$ cat src/rtl/instruction_decode.sv
// rtl/instruction_decode.sv - MIPS ID stage: field split, register file, sign extension, control decode, ID/EX register
module instruction_decode #(
  parameter int len                  = 32,
  parameter int cantidad_registros   = 32,
  parameter int NB_address_registros = 5,
  parameter int NB_sign_extend       = 16,
  parameter int NB_INSTRUCCION       = 6,
  parameter int NB_ALU_CONTROL       = 4,
  parameter int NB_ALU_OP            = 2,
  parameter int NB_CTRL_WB           = 2,
  parameter int NB_CTRL_MEM          = 3,
  parameter int NB_CTRL_EX           = 7
) (
  input  logic                            i_clk,
  input  logic                            i_rst,
  input  logic [len-1:0]                  i_instruccion,
  input  logic [len-1:0]                  i_adder_pc,
  input  logic [len-1:0]                  i_write_data,
  input  logic [NB_address_registros-1:0] i_write_reg,
  input  logic                            i_RegWrite,
  output logic [len-1:0]                  o_adder_pc,
  output logic [NB_address_registros-1:0] o_rs,
  output logic [NB_address_registros-1:0] o_rt,
  output logic [NB_address_registros-1:0] o_rd,
  output logic [NB_address_registros-1:0] o_shamt,
  output logic [len-1:0]                  o_dato1,
  output logic [len-1:0]                  o_dato2,
  output logic [len-1:0]                  o_sign_extend,
  output logic [NB_CTRL_WB-1:0]           o_ctrl_wb,
  output logic [NB_CTRL_MEM-1:0]          o_ctrl_mem,
  output logic [NB_CTRL_EX-1:0]           o_ctrl_ex
);

  localparam logic [NB_INSTRUCCION-1:0] OP_RTYPE = 6'b000000;
  localparam logic [NB_INSTRUCCION-1:0] OP_LW    = 6'b100011;
  localparam logic [NB_INSTRUCCION-1:0] OP_SW    = 6'b101011;
  localparam logic [NB_INSTRUCCION-1:0] OP_BEQ   = 6'b000100;
  localparam int                        NB_EX_PAD = NB_CTRL_EX - NB_ALU_OP - 2;

  // The ALU control width is carried only so EX can share this parameter set.
  if (NB_ALU_CONTROL < NB_ALU_OP) begin : g_bad_alu_ctrl_width
    $error("NB_ALU_CONTROL must be at least NB_ALU_OP");
  end

  logic [len-1:0] regs_q [cantidad_registros];

  logic [NB_INSTRUCCION-1:0]       opcode;
  logic [NB_address_registros-1:0] rs, rt, rd, shamt;
  logic                            wr_en;
  logic [len-1:0]                  dato1_d, dato2_d, sext_d;

  assign opcode = i_instruccion[31:26];
  assign rs     = i_instruccion[25:21];
  assign rt     = i_instruccion[20:16];
  assign rd     = i_instruccion[15:11];
  assign shamt  = i_instruccion[10:6];
  assign wr_en  = i_RegWrite && (i_write_reg != '0);

  always_ff @(posedge i_clk or posedge i_rst) begin
    if (i_rst) begin
      for (int i = 0; i < cantidad_registros; i++) begin
        regs_q[i] <= '0;
      end
    end else if (wr_en) begin
      regs_q[i_write_reg] <= i_write_data;
    end
  end

  // Write-through so an instruction decoded in the WB cycle sees the new value.
  assign dato1_d = (rs == '0) ? '0 : ((wr_en && (i_write_reg == rs)) ? i_write_data : regs_q[rs]);
  assign dato2_d = (rt == '0) ? '0 : ((wr_en && (i_write_reg == rt)) ? i_write_data : regs_q[rt]);
  assign sext_d  = {{(len-NB_sign_extend){i_instruccion[NB_sign_extend-1]}},
                    i_instruccion[NB_sign_extend-1:0]};

  logic                 reg_dst, alu_src, mem_to_reg, reg_write, mem_read, mem_write, branch;
  logic [NB_ALU_OP-1:0] alu_op;

  always_comb begin
    reg_dst    = 1'b0;
    alu_src    = 1'b0;
    alu_op     = '0;
    mem_to_reg = 1'b0;
    reg_write  = 1'b0;
    mem_read   = 1'b0;
    mem_write  = 1'b0;
    branch     = 1'b0;
    case (opcode)
      OP_RTYPE: begin
        reg_dst   = 1'b1;
        alu_op    = 2'b10;
        reg_write = 1'b1;
      end
      OP_LW: begin
        alu_src    = 1'b1;
        mem_read   = 1'b1;
        reg_write  = 1'b1;
        mem_to_reg = 1'b1;
      end
      OP_SW: begin
        alu_src   = 1'b1;
        mem_write = 1'b1;
      end
      OP_BEQ: begin
        alu_op = 2'b01;
        branch = 1'b1;
      end
      default: ;
    endcase
  end

  logic [len-1:0]                  adder_pc_q, dato1_q, dato2_q, sext_q;
  logic [NB_address_registros-1:0] rs_q, rt_q, rd_q, shamt_q;
  logic [NB_CTRL_WB-1:0]           ctrl_wb_q, ctrl_wb_d;
  logic [NB_CTRL_MEM-1:0]          ctrl_mem_q, ctrl_mem_d;
  logic [NB_CTRL_EX-1:0]           ctrl_ex_q, ctrl_ex_d;

  assign ctrl_wb_d  = {reg_write, mem_to_reg};
  assign ctrl_mem_d = {branch, mem_read, mem_write};
  assign ctrl_ex_d  = {reg_dst, alu_src, alu_op, {NB_EX_PAD{1'b0}}};

  always_ff @(posedge i_clk or posedge i_rst) begin
    if (i_rst) begin
      adder_pc_q <= '0;
      rs_q       <= '0;
      rt_q       <= '0;
      rd_q       <= '0;
      shamt_q    <= '0;
      dato1_q    <= '0;
      dato2_q    <= '0;
      sext_q     <= '0;
      ctrl_wb_q  <= '0;
      ctrl_mem_q <= '0;
      ctrl_ex_q  <= '0;
    end else begin
      adder_pc_q <= i_adder_pc;
      rs_q       <= rs;
      rt_q       <= rt;
      rd_q       <= rd;
      shamt_q    <= shamt;
      dato1_q    <= dato1_d;
      dato2_q    <= dato2_d;
      sext_q     <= sext_d;
      ctrl_wb_q  <= ctrl_wb_d;
      ctrl_mem_q <= ctrl_mem_d;
      ctrl_ex_q  <= ctrl_ex_d;
    end
  end

  assign o_adder_pc    = adder_pc_q;
  assign o_rs          = rs_q;
  assign o_rt          = rt_q;
  assign o_rd          = rd_q;
  assign o_shamt       = shamt_q;
  assign o_dato1       = dato1_q;
  assign o_dato2       = dato2_q;
  assign o_sign_extend = sext_q;
  assign o_ctrl_wb     = ctrl_wb_q;
  assign o_ctrl_mem    = ctrl_mem_q;
  assign o_ctrl_ex     = ctrl_ex_q;

endmodule

$ cat config.mk
export PLATFORM = sky130hd
export DESIGN_NAME = instruction_decode
export DESIGN_NICKNAME = d
export VERILOG_FILES = /design/src/rtl/instruction_decode.sv
export SDC_FILE = /design/constraint.sdc
export NUM_CORES = 2
export LEC_CHECK = 0
export CAP_MARGIN = 20
export CORE_AREA = 2 2 366 368
export CTS_BUF_LIST = sky130_fd_sc_hd__clkbuf_8
export DETAILED_ROUTE_END_ITERATION = 8
export DIE_AREA = 0 0 368 370
export DONT_BUFFER_PORTS = 1
export SLEW_MARGIN = 20
export SYNTH_ARGS = -nofsm -noshare
export SYNTH_HDL_FRONTEND = slang
export SYNTH_SLANG_ARGS = --single-unit
export TNS_END_PERCENT = 5
$ cat constraint.sdc
create_clock -name i_clk -period 45 [get_ports i_clk]
set_input_delay 2.25 -clock i_clk [delete_from_list [all_inputs] [get_ports i_clk]]
set_output_delay 2.25 -clock i_clk [all_outputs]
set_load 0.05 [all_outputs]
==> results.py <==
metrics = {
    "run_status": {
        "status": "finished, final reports clean",
    },
    "drt": {
        "drt-initial-drc-count": 3602,
        "vias": 37800,
        "detail-route-antenna-nets": 0,
        "dr.pass1.iters": 5,
        "drc_errors": 0,
        "drt-wirelength-per-cell_um": 33.1,
        "finalWirelength_um": 191000,
        "viasPerCell": 6.53,
    },
    "sta": {
        "period_share": 0.110,
        "final-setup-viol-count": 0,
        "setup_ws_ns": 40.05,
        "tightest_slew_ns": 1.14,
        "setup_tns_ns": 0,
        "hold_violations": 0,
        "fin_worst_skew_ns": 0.0337,
        "relSlewSlack": 0.241,
        "post-route-min-period_ns": 4.95,
        "slew_viol_final": 0,
        "rsz0062_at_grt": "false",
        "fmax_ghz": 0.202,
    },
    "synthesis": {
        "syn_area_per_cell_um2": 14.6,
        "syn_area_um2": 59200,
        "async_reset_ff_frac": 1.00,
        "yosys_register_bits": 1153,
        "synth_edf_count": 0,
        "yosysWarnings": 0,
        "synthFlopType": "dfrtp_1",
        "synth.distinct_cells": 62,
        "ys_seq_area_frac": 0.487,
        "synthCells": 4057,
    },
    "clock_network": {
        "cts_max_level": 4,
        "clk_pin_slew_ns": 0.06,
        "cts_tree": "yes",
        "clk_latency_ns": 0.95,
        "cts_buffer_depth": 3,
        "root_buffer": "clkbuf_8",
        "clock_sinks": 1153,
        "numCtsBuffers": 202,
        "cts_setup_buffers": 0,
        "postCtsHoldBufs": 0,
        "cts-resized-gates": 0,
    },
    "hold_path": {
        "hp-start": "regs_q[1014]$_DFFE_PP0P_",
        "min_path_type": "flop to flop",
    },
    "grt": {
        "grt_use_met3": 0.0706,
        "grt_antenna_before_repair": 4,
        "grt_max_degree": 333,
        "grt_pass1_wl_um": 278000,
        "grt.total_usage": 0.282,
        "top_usage_layer": "met2",
        "grt-ovfl-total": 0,
        "grt_pass1_vias": 38800,
        "grt_util_met1": 0.396,
        "use_met2": 0.421,
    },
    "layout": {
        "nets": 3966,
        "final_cell_area_um2": 63800,
        "area_delta_synth_final_pct": 7.74,
        "drive_above_1_share": 0.455,
    },
    "worst_setup_path": {
        "r2r-start": "regs_q[437]$_DFFE_PP0P_",
        "crit_buf_inv": 1,
        "path_cells": "buf_16",
        "critPathTopFamily": "flip-flops",
        "worstPathArrival_ns": 2.70,
        "worst_ep_required_time_ns": 42.75,
        "slowest_delay_ns": 1.20,
        "cp_max_fo": 10,
        "endpoint_kind": "output port",
        "setup.worst_path.start": "o_rd[4]$_DFF_PP0_",
        "worst_path_max_delay_cell": "dfrtp_4",
        "worstSetupPathType": "flop to output port",
        "critPathLaunchType": "flop",
    },
    "placement": {
        "gp_congestion": 0.773,
        "io_buffer_count": 0,
        "post_dp_cell_area_um2": 59600,
        "pre_cts_ws_ns": 39.28,
        "hpwlAfterDp_um": 96200,
    },
    "floorplanning": {
        "die_x_um": 368,
        "core_area_um2": 132000,
        "io_pins": 264,
        "die_h_um": 370,
        "std_cell_rows": 134,
        "start_util": 0.447,
        "die_area_um2": 136000,
    },
    "flow_run": {
        "max_cap_violations": 0,
    },
    "power": {
        "p_comb_frac": 0.166,
        "intPower_mw": 2.07,
        "ir_drop_v": 0.0000312,
        "swShare": 0.280,
        "p_per_area_nw_per_um2": 45.1,
        "p_leak_nw": 28.1,
        "p_seq_frac": 0.488,
        "power_mw": 2.88,
        "switching_power_mw": 0.805,
        "pwr-share-clk": 0.346,
    },
}
-- flip-flops by register name, summed over array words and instances, names as in the netlist --
| signal | flops |
|---|---|
| regs_q | 1024 |
| o_dato2 | 32 |
| o_ctrl_mem | 1 |
| o_rt | 5 |
| o_adder_pc | 32 |
| o_ctrl_ex | 4 |
| o_rs | 5 |
| o_sign_extend | 15 |
| o_rd | 1 |
| o_ctrl_wb | 2 |
| o_dato1 | 32 |
-- synth_stat cells, types with 53 or more instances --
cell type  instances  area (um2)
a21oi_1           76         380
mux2i_1          239        2390
o22ai_1           53         332
mux4_2           359        8090
clkbuf_1         190         713
buf_2            149         746
a22oi_1           96         721
buf_4             70         526
a221oi_1          88         771
dfrtp_1         1153       28900
mux2_2          1042       11700
nor2_1            66         248
nor3_1            78         390
-- power by group through the flow --
stage,Sequential [mW],Clock [mW],Combinational [mW]
2_1_floorplan,1.37,0,0.435
3_3_place_gp,1.41,0,0.466
3_5_place_dp,1.42,0,0.475
4_1_cts,1.40,1.02,0.477
5_1_grt,1.43,1.06,0.513
6_report,1.40,0.995,0.478
-- placed cells by master, fill, tap and decap left out, types with 5 or more instances in the layout --
| cell | instances |
|---|---|
| o21ai_0 | 20 |
| o22ai_1 | 53 |
| dfrtp_1 | 1152 |
| nand3_1 | 5 |
| nand2b_1 | 23 |
| inv_1 | 74 |
| a21oi_1 | 76 |
| o21bai_1 | 10 |
| nor2_4 | 15 |
| nor4_1 | 15 |
| buf_4 | 70 |
| mux2_1 | 30 |
| clkinvlp_4 | 8 |
| clkbuf_8 | 266 |
| a22oi_1 | 96 |
| mux4_2 | 359 |
| nand2_2 | 11 |
| xnor2_1 | 10 |
| mux2_2 | 1042 |
| a221o_1 | 16 |
| nor3_1 | 77 |
| a211oi_1 | 12 |
| mux4_1 | 9 |
| a2111oi_0 | 15 |
| a221oi_1 | 88 |
| nand2_1 | 14 |
| nor3b_1 | 16 |
| nand3b_1 | 5 |
| clkinv_2 | 10 |
| a211o_1 | 42 |
| mux2i_1 | 239 |
| nor2_1 | 55 |
-- through the flow --
stage	hold slack, ns	cells	utilization
finish	0.391	5787	0.482
global route	0.404	5785	0.482
CTS	0.396	5781	0.481
detailed placement	0.383	5424	0.450
global placement	0.376	5424	0.450
floorplan	0.441	4059	-
-- cell type report --
type | count | area, um2
inverters | 9 | 41.3
flip-flops and latches | 1153 | 28900
clock inverters | 91 | 494
multi-input cells | 2422 | 27900
diodes | 4 | 10.0
fillers | 11600 | 68700
well taps | 1768 | 2210
repair buffers | 74 | 604
clock buffers | 266 | 3660
-- layer usage --
metal / wire length [um] / vias to the layer above
met5: 13 / -
met3: 16600 / 366
met2: 85900 / 1714
li1: - / 15200
met1: 81900 / 20500
met4: 6880 / 2
-- path summary, 6_finish.rpt --
kind	to	slack [ns]	cells after the start
worst max-delay path	o_sign_extend[23]	40.05	1
worst min-delay path	regs_q[1014]$_DFFE_PP0P_	0.39	0
worst max register to register	o_dato2[21]$_DFF_PP0_	42.93	5
worst min register to register	regs_q[1014]$_DFFE_PP0P_	0.39	0
max in group asynchronous	o_rd[4]$_DFF_PP0_	40.39	4
min in group asynchronous	o_adder_pc[31]$_DFF_PP0_	1.35	1
-- cells by family after synthesis --
group / share of synthesized area
other cells: 0.0000633
buf+inv: 0.0453
xor+xnor: 0.00148
mux: 0.385
simple gates: 0.0255
flops: 0.487
compound gates: 0.0557
(Power assumes the default switching activity.)
